$ cat src/rtl/flash_loader_pkg.sv
// flash_loader_pkg: state encoding and default parameters for the flash-to-RAM copier.
package flash_loader_pkg;
   typedef enum logic [2:0] {
      S_IDLE, S_WAIT_READY, S_REQ, S_WAIT_BUSY, S_WAIT_DONE, S_WRITE, S_DONE, S_ERROR
   } state_t;
   localparam logic [23:0] DEF_SRC_BASE = 24'h100000;
   localparam int DEF_LEN = 16384;
   localparam int DEF_TIMEOUT = 15;
endpackage

$ cat src/rtl/flash_loader.sv
// flash_loader: copies LEN bytes from flash at SRC_BASE into RAM, one busy-handshaked read per byte.
module flash_loader
   import flash_loader_pkg::*;
#(
   parameter logic [23:0] SRC_BASE = DEF_SRC_BASE,
   parameter int LEN = DEF_LEN,
   parameter int TIMEOUT = DEF_TIMEOUT
) (
   input  logic        clk,
   input  logic        reset,
   input  logic        start,
   output logic        done,
   output logic        error,
   input  logic        flash_ready,
   output logic        flash_cs,
   output logic [23:0] flash_addr,
   input  logic        flash_busy,
   input  logic [7:0]  flash_dout,
   output logic [15:0] ram_addr,
   output logic [7:0]  ram_data,
   output logic        ram_we,
   input  logic        ram_wait,
   output logic [15:0] progress
);
   localparam logic [15:0] LAST = 16'(LEN - 1);
   localparam logic [15:0] TO_LAST = 16'(TIMEOUT - 1);
   state_t r_state, w_next;
   logic [1:0] r_sync;
   logic w_run;
   logic [15:0] r_idx, r_cnt, r_progress, r_ram_addr, w_idx_nxt;
   logic [23:0] r_faddr;
   logic [7:0] r_data;
   assign w_run = r_sync[1];
   assign w_idx_nxt = (r_state == S_WRITE) ? r_idx + 16'd1 : r_idx;
   assign flash_cs = (r_state == S_REQ) || (r_state == S_WAIT_BUSY);
   assign flash_addr = r_faddr;
   assign ram_addr = r_ram_addr;
   assign ram_data = r_data;
   assign ram_we = (r_state == S_WRITE) && !ram_wait;
   assign progress = r_progress;
   assign done = (r_state == S_DONE);
   assign error = (r_state == S_ERROR);
   // reset asserts at once but releases only after two clean edges
   always_ff @(posedge clk or posedge reset)
      if (reset) r_sync <= '0;
      else r_sync <= {r_sync[0], 1'b1};
   always_ff @(posedge clk or posedge reset)
      if (reset) r_state <= S_IDLE;
      else r_state <= w_next;
   always_comb begin
      w_next = r_state;
      if (w_run)
         case (r_state)
            S_IDLE, S_DONE, S_ERROR: if (start) w_next = S_WAIT_READY;
            S_WAIT_READY: if (flash_ready) w_next = S_REQ;
            S_REQ: w_next = S_WAIT_BUSY;
            S_WAIT_BUSY: w_next = flash_busy ? S_WAIT_DONE : (r_cnt == TO_LAST) ? S_ERROR : S_WAIT_BUSY;
            S_WAIT_DONE: if (!flash_busy) w_next = S_WRITE;
            S_WRITE: if (!ram_wait) w_next = (r_idx == LAST) ? S_DONE : S_REQ;
         endcase
   end
   always_ff @(posedge clk or posedge reset)
      if (reset) begin
         r_idx <= '0;
         r_cnt <= '0;
         r_progress <= '0;
         r_faddr <= '0;
         r_data <= '0;
         r_ram_addr <= '0;
      end else begin
         if (w_next == S_WAIT_READY && r_state != S_WAIT_READY) begin
            r_idx <= '0;
            r_progress <= '0;
         end else if (ram_we)
            r_progress <= (&r_progress) ? r_progress : r_progress + 16'd1;
         if (w_next == S_REQ) r_faddr <= SRC_BASE + {8'h00, w_idx_nxt};
         if (r_state == S_WRITE && w_next == S_REQ) r_idx <= w_idx_nxt;
         r_cnt <= (r_state == S_WAIT_BUSY) ? r_cnt + 16'd1 : '0;
         if (r_state == S_WAIT_DONE && w_next == S_WRITE) begin
            r_data <= flash_dout;
            r_ram_addr <= r_idx;
         end
      end
endmodule

$ cat config.mk
export PLATFORM = sky130hd
export DESIGN_NAME = flash_loader
export DESIGN_NICKNAME = d
export VERILOG_FILES = /design/src/rtl/flash_loader_pkg.sv /design/src/rtl/flash_loader.sv
export SDC_FILE = /design/constraint.sdc
export NUM_CORES = 1
export LEC_CHECK = 0
export BUFFER_PORTS_ARGS = -buffer_cell sky130_fd_sc_hd__buf_2
export CAP_MARGIN = 10
export CORE_MARGIN = 4
export CORE_UTILIZATION = 60
export CTS_CLUSTER_DIAMETER = 40
export DETAILED_ROUTE_END_ITERATION = 16
export GPL_TIMING_DRIVEN = 0
export PLACE_DENSITY = 0.95
export SLEW_MARGIN = 15
export SYNTH_ARGS = -nofsm -noshare
export SYNTH_HDL_FRONTEND = slang
export SYNTH_SLANG_ARGS = --single-unit
$ cat constraint.sdc
create_clock -name clk -period 4.8 [get_ports clk]
set_input_delay 0.96 -clock clk [delete_from_list [all_inputs] [get_ports clk]]
set_output_delay 0.96 -clock clk [all_outputs]
set_load 0.02 [all_outputs]
==> results.sh <==
export IMPL_multi_input_area_um2=2100
export IMPL_crit_end="ram_we"
export IMPL_final_period_utilization=0.564
export IMPL_reg2reg_slack_ps=2180
export IMPL_drt_iter0_drc=213
export IMPL_area_growth_pct=15.9
export IMPL_synth_top_cell_area_share=0.509
export IMPL_endpoint_kind="output port"
export IMPL_cts_buffers=9
export IMPL_synth_area_leader_cell="dfrtp_1"
export IMPL_synth_area_um2=4630
export IMPL_grt_total_usage=0.232
export IMPL_synthCells=432
export IMPL_core_area_um2=7370
export IMPL_syn_avg_cell_area_um2=10.7
export IMPL_wl_mm=9.94
export IMPL_reg2reg_to="flash_addr[9]$_DFFE_PP0N_"
export IMPL_ir_drop_mv=0.318
export IMPL_regToRegStartpoint="r_idx[0]$_DFFE_PP0P_"
export IMPL_grt_overflow_total=0
export IMPL_ys_flop_type="dfrtp_1"
export IMPL_cts_sinks=94
export IMPL_crit_start="ram_wait"
export IMPL_num_vias=3557
export IMPL_p_total_uw=2020
export IMPL_hold_viol=0
export IMPL_cts_clk_slew_worst_paths_ps=80
export IMPL_rr_worst_depth=8
export IMPL_finClkSkew_ps=11.6
export IMPL_start_util=0.628
export IMPL_wl_per_cell_um=15.8
export IMPL_hold_path_class="reg2reg"
export IMPL_drc=0
export IMPL_fin_crit_ps=2710
export IMPL_cts_buffer_depth=2
export IMPL_tightest_slew_ps=605
export IMPL_critical_path_required_ps=3840
export IMPL_boundaryPins=82
export IMPL_dp_hpwl_mm=7.37
export IMPL_h_tree_depth=3
export IMPL_status="finished clean"
export IMPL_drive_gt1_frac=0.268
export IMPL_insertion_delay_ps=370
export IMPL_critPathArrivalTime_ps=1750
export IMPL_firstDrtPassIters=5
export IMPL_cts_resized=0
export IMPL_grt_max_degree=61
export IMPL_maxSlewHeadroom=0.597
export IMPL_fmax_ghz=0.369
export IMPL_rsz0062_at_grt="false"
export IMPL_ys_seq_elements=94
export IMPL_maxSlewViolCount=0
export IMPL_cts_setup_buffers=0
export IMPL_async_flop_share=1.00
export IMPL_start_kind="primary input"
export IMPL_ff_latch_area_um2=2350
export IMPL_cts_tree="done"
export IMPL_layout_nets=542
export IMPL_fill_cells=548
export IMPL_rows=31
export IMPL_yosys_top_cells_area="dfrtp_1, mux2_1, nor2_1"
export IMPL_ys_types=54
export IMPL_power_leakage_uw=0.00269
export IMPL_setup_viol=0
export IMPL_antenna_found_initial=0
export IMPL_grt_pass1_wl_mm=16.6
export IMPL_synth_most_common_cell="dfrtp_1"
export IMPL_port_buffers=74
export IMPL_drt_vias_per_instance=5.66
export IMPL_grt_pass1_vias=3500
export IMPL_die_w_um=95.8
export IMPL_critical_path_class="in2out"
export IMPL_postCtsHoldBufs=0
export IMPL_synth_common_cells="dfrtp_1, nor2_1, nand2_1, mux2_1, o21ai_0"
export IMPL_ant_nets=0
export IMPL_cp_max_fo=5
export IMPL_synth_warnings=0
export IMPL_clock_root_buffer="clkbuf_8"
export IMPL_place_congestion=0.907
export IMPL_p_per_area_nw_per_um2=377
export IMPL_seq_area_frac_synth=0.509
export IMPL_die_h_um=95.8
export IMPL_synth_edf_count=0
export IMPL_cap_violations=0
export IMPL_dieArea_um2=9180
export IMPL_diodes=0
export IMPL_fin_setup_tns_ps=0
[per-stage QoR]
stage | setup slack (ps) | cells | hold WS [ps] | area (µm²) | util
global placement | 481 | 611 | 333 | 5140 | 0.698
global route | 2030 | 628 | 374 | 5360 | 0.727
detailed placement | 1850 | 612 | 337 | 5170 | 0.702
finish | 2090 | 628 | 353 | 5360 | 0.727
CTS | 2100 | 628 | 356 | 5360 | 0.727
floorplan | 1390 | 438 | 331 | 4650 | -
[critical path, stage by stage]
cell	delay [ps]
buf_2	130
nand4bb_1	350
inv_2	130
buf_2	180
[power breakdown]
group          total, µW  switching, µW  internal [µW]
Sequential           912           48.3            863
Combinational        619            396            222
Clock                491            273            218
Total               2020            718           1300
[cell type report]
type / instances / share of cell area
inverter: 10 / 0.00747
multi-input combinational: 312 / 0.392
clock buffer: 12 / 0.0290
clock inverter: 4 / 0.00584
tap: 99 / 0.0231
buffer: 22 / 0.0292
sequential: 94 / 0.439
timing repair buffer: 75 / 0.0742
[layer usage]
metal	up-vias	part of all wire	wire length (µm)	GRT usage
met5	-	0	0	0
met4	0	0.017	164	0.0877
met3	15	0.044	434	0.0336
met2	100	0.52	5190	0.403
met1	1753	0.42	4150	0.295
li1	1689	-	-	-
[cells by family after synthesis]
kind of cell / Yosys count / share of synthesized area
flip-flops: 94 / 0.509
buffers and inverters: 32 / 0.0419
XOR/XNOR: 33 / 0.0625
AO/OA/AOI/OAI: 48 / 0.0701
multiplexers: 41 / 0.0995
other: 2 / 0.00162
adder cells (fa/ha/maj): 4 / 0.0108
AND/OR/NAND/NOR: 178 / 0.205
[cell usage in the layout (no fill, tap or decap), types with 2 or more instances in the layout]
master,count
xor2_1,17
nor3b_1,3
nor2_1,47
nand2_1,35
buf_6,4
dfrtp_1,94
or2_2,9
nand3_1,16
and2_1,2
and4_1,2
nor3_1,10
nand2b_1,3
o2bb2ai_1,4
a21o_1,3
a31oi_1,2
mux2_1,28
buf_2,79
clkbuf_1,4
conb_1,8
or3_1,5
inv_2,2
clkbuf_8,11
nor4_1,4
nand4_1,13
ha_1,4
o21ai_0,18
inv_1,6
and3_1,13
buf_4,10
nor2b_1,6
mux2_2,12
xnor2_1,16
a21oi_1,10
nor4_2,2
clkinvlp_4,3
[flip-flops by register name, summed over array words and instances (netlist names)]
signal      count
flash_addr     17
r_sync          2
r_cnt          16
r_idx          16
ram_data        8
ram_addr       16
progress       16
r_state         3
[how the worst min path moves through the flow]
stage / start / end / slack [ps] / cells after the start
2_1_floorplan: r_sync[0]$_DFF_PP0_ / r_sync[1]$_DFF_PP0_ / 330 / 0
3_3_place_gp: r_sync[0]$_DFF_PP0_ / r_sync[1]$_DFF_PP0_ / 330 / 0
3_5_place_dp: r_sync[0]$_DFF_PP0_ / r_sync[1]$_DFF_PP0_ / 340 / 0
4_1_cts: r_sync[0]$_DFF_PP0_ / r_sync[1]$_DFF_PP0_ / 360 / 0
5_1_grt: r_sync[0]$_DFF_PP0_ / r_sync[1]$_DFF_PP0_ / 370 / 0
6_report: r_sync[0]$_DFF_PP0_ / r_sync[1]$_DFF_PP0_ / 350 / 0
No activity file was read; power rests on OpenSTA's default activity.
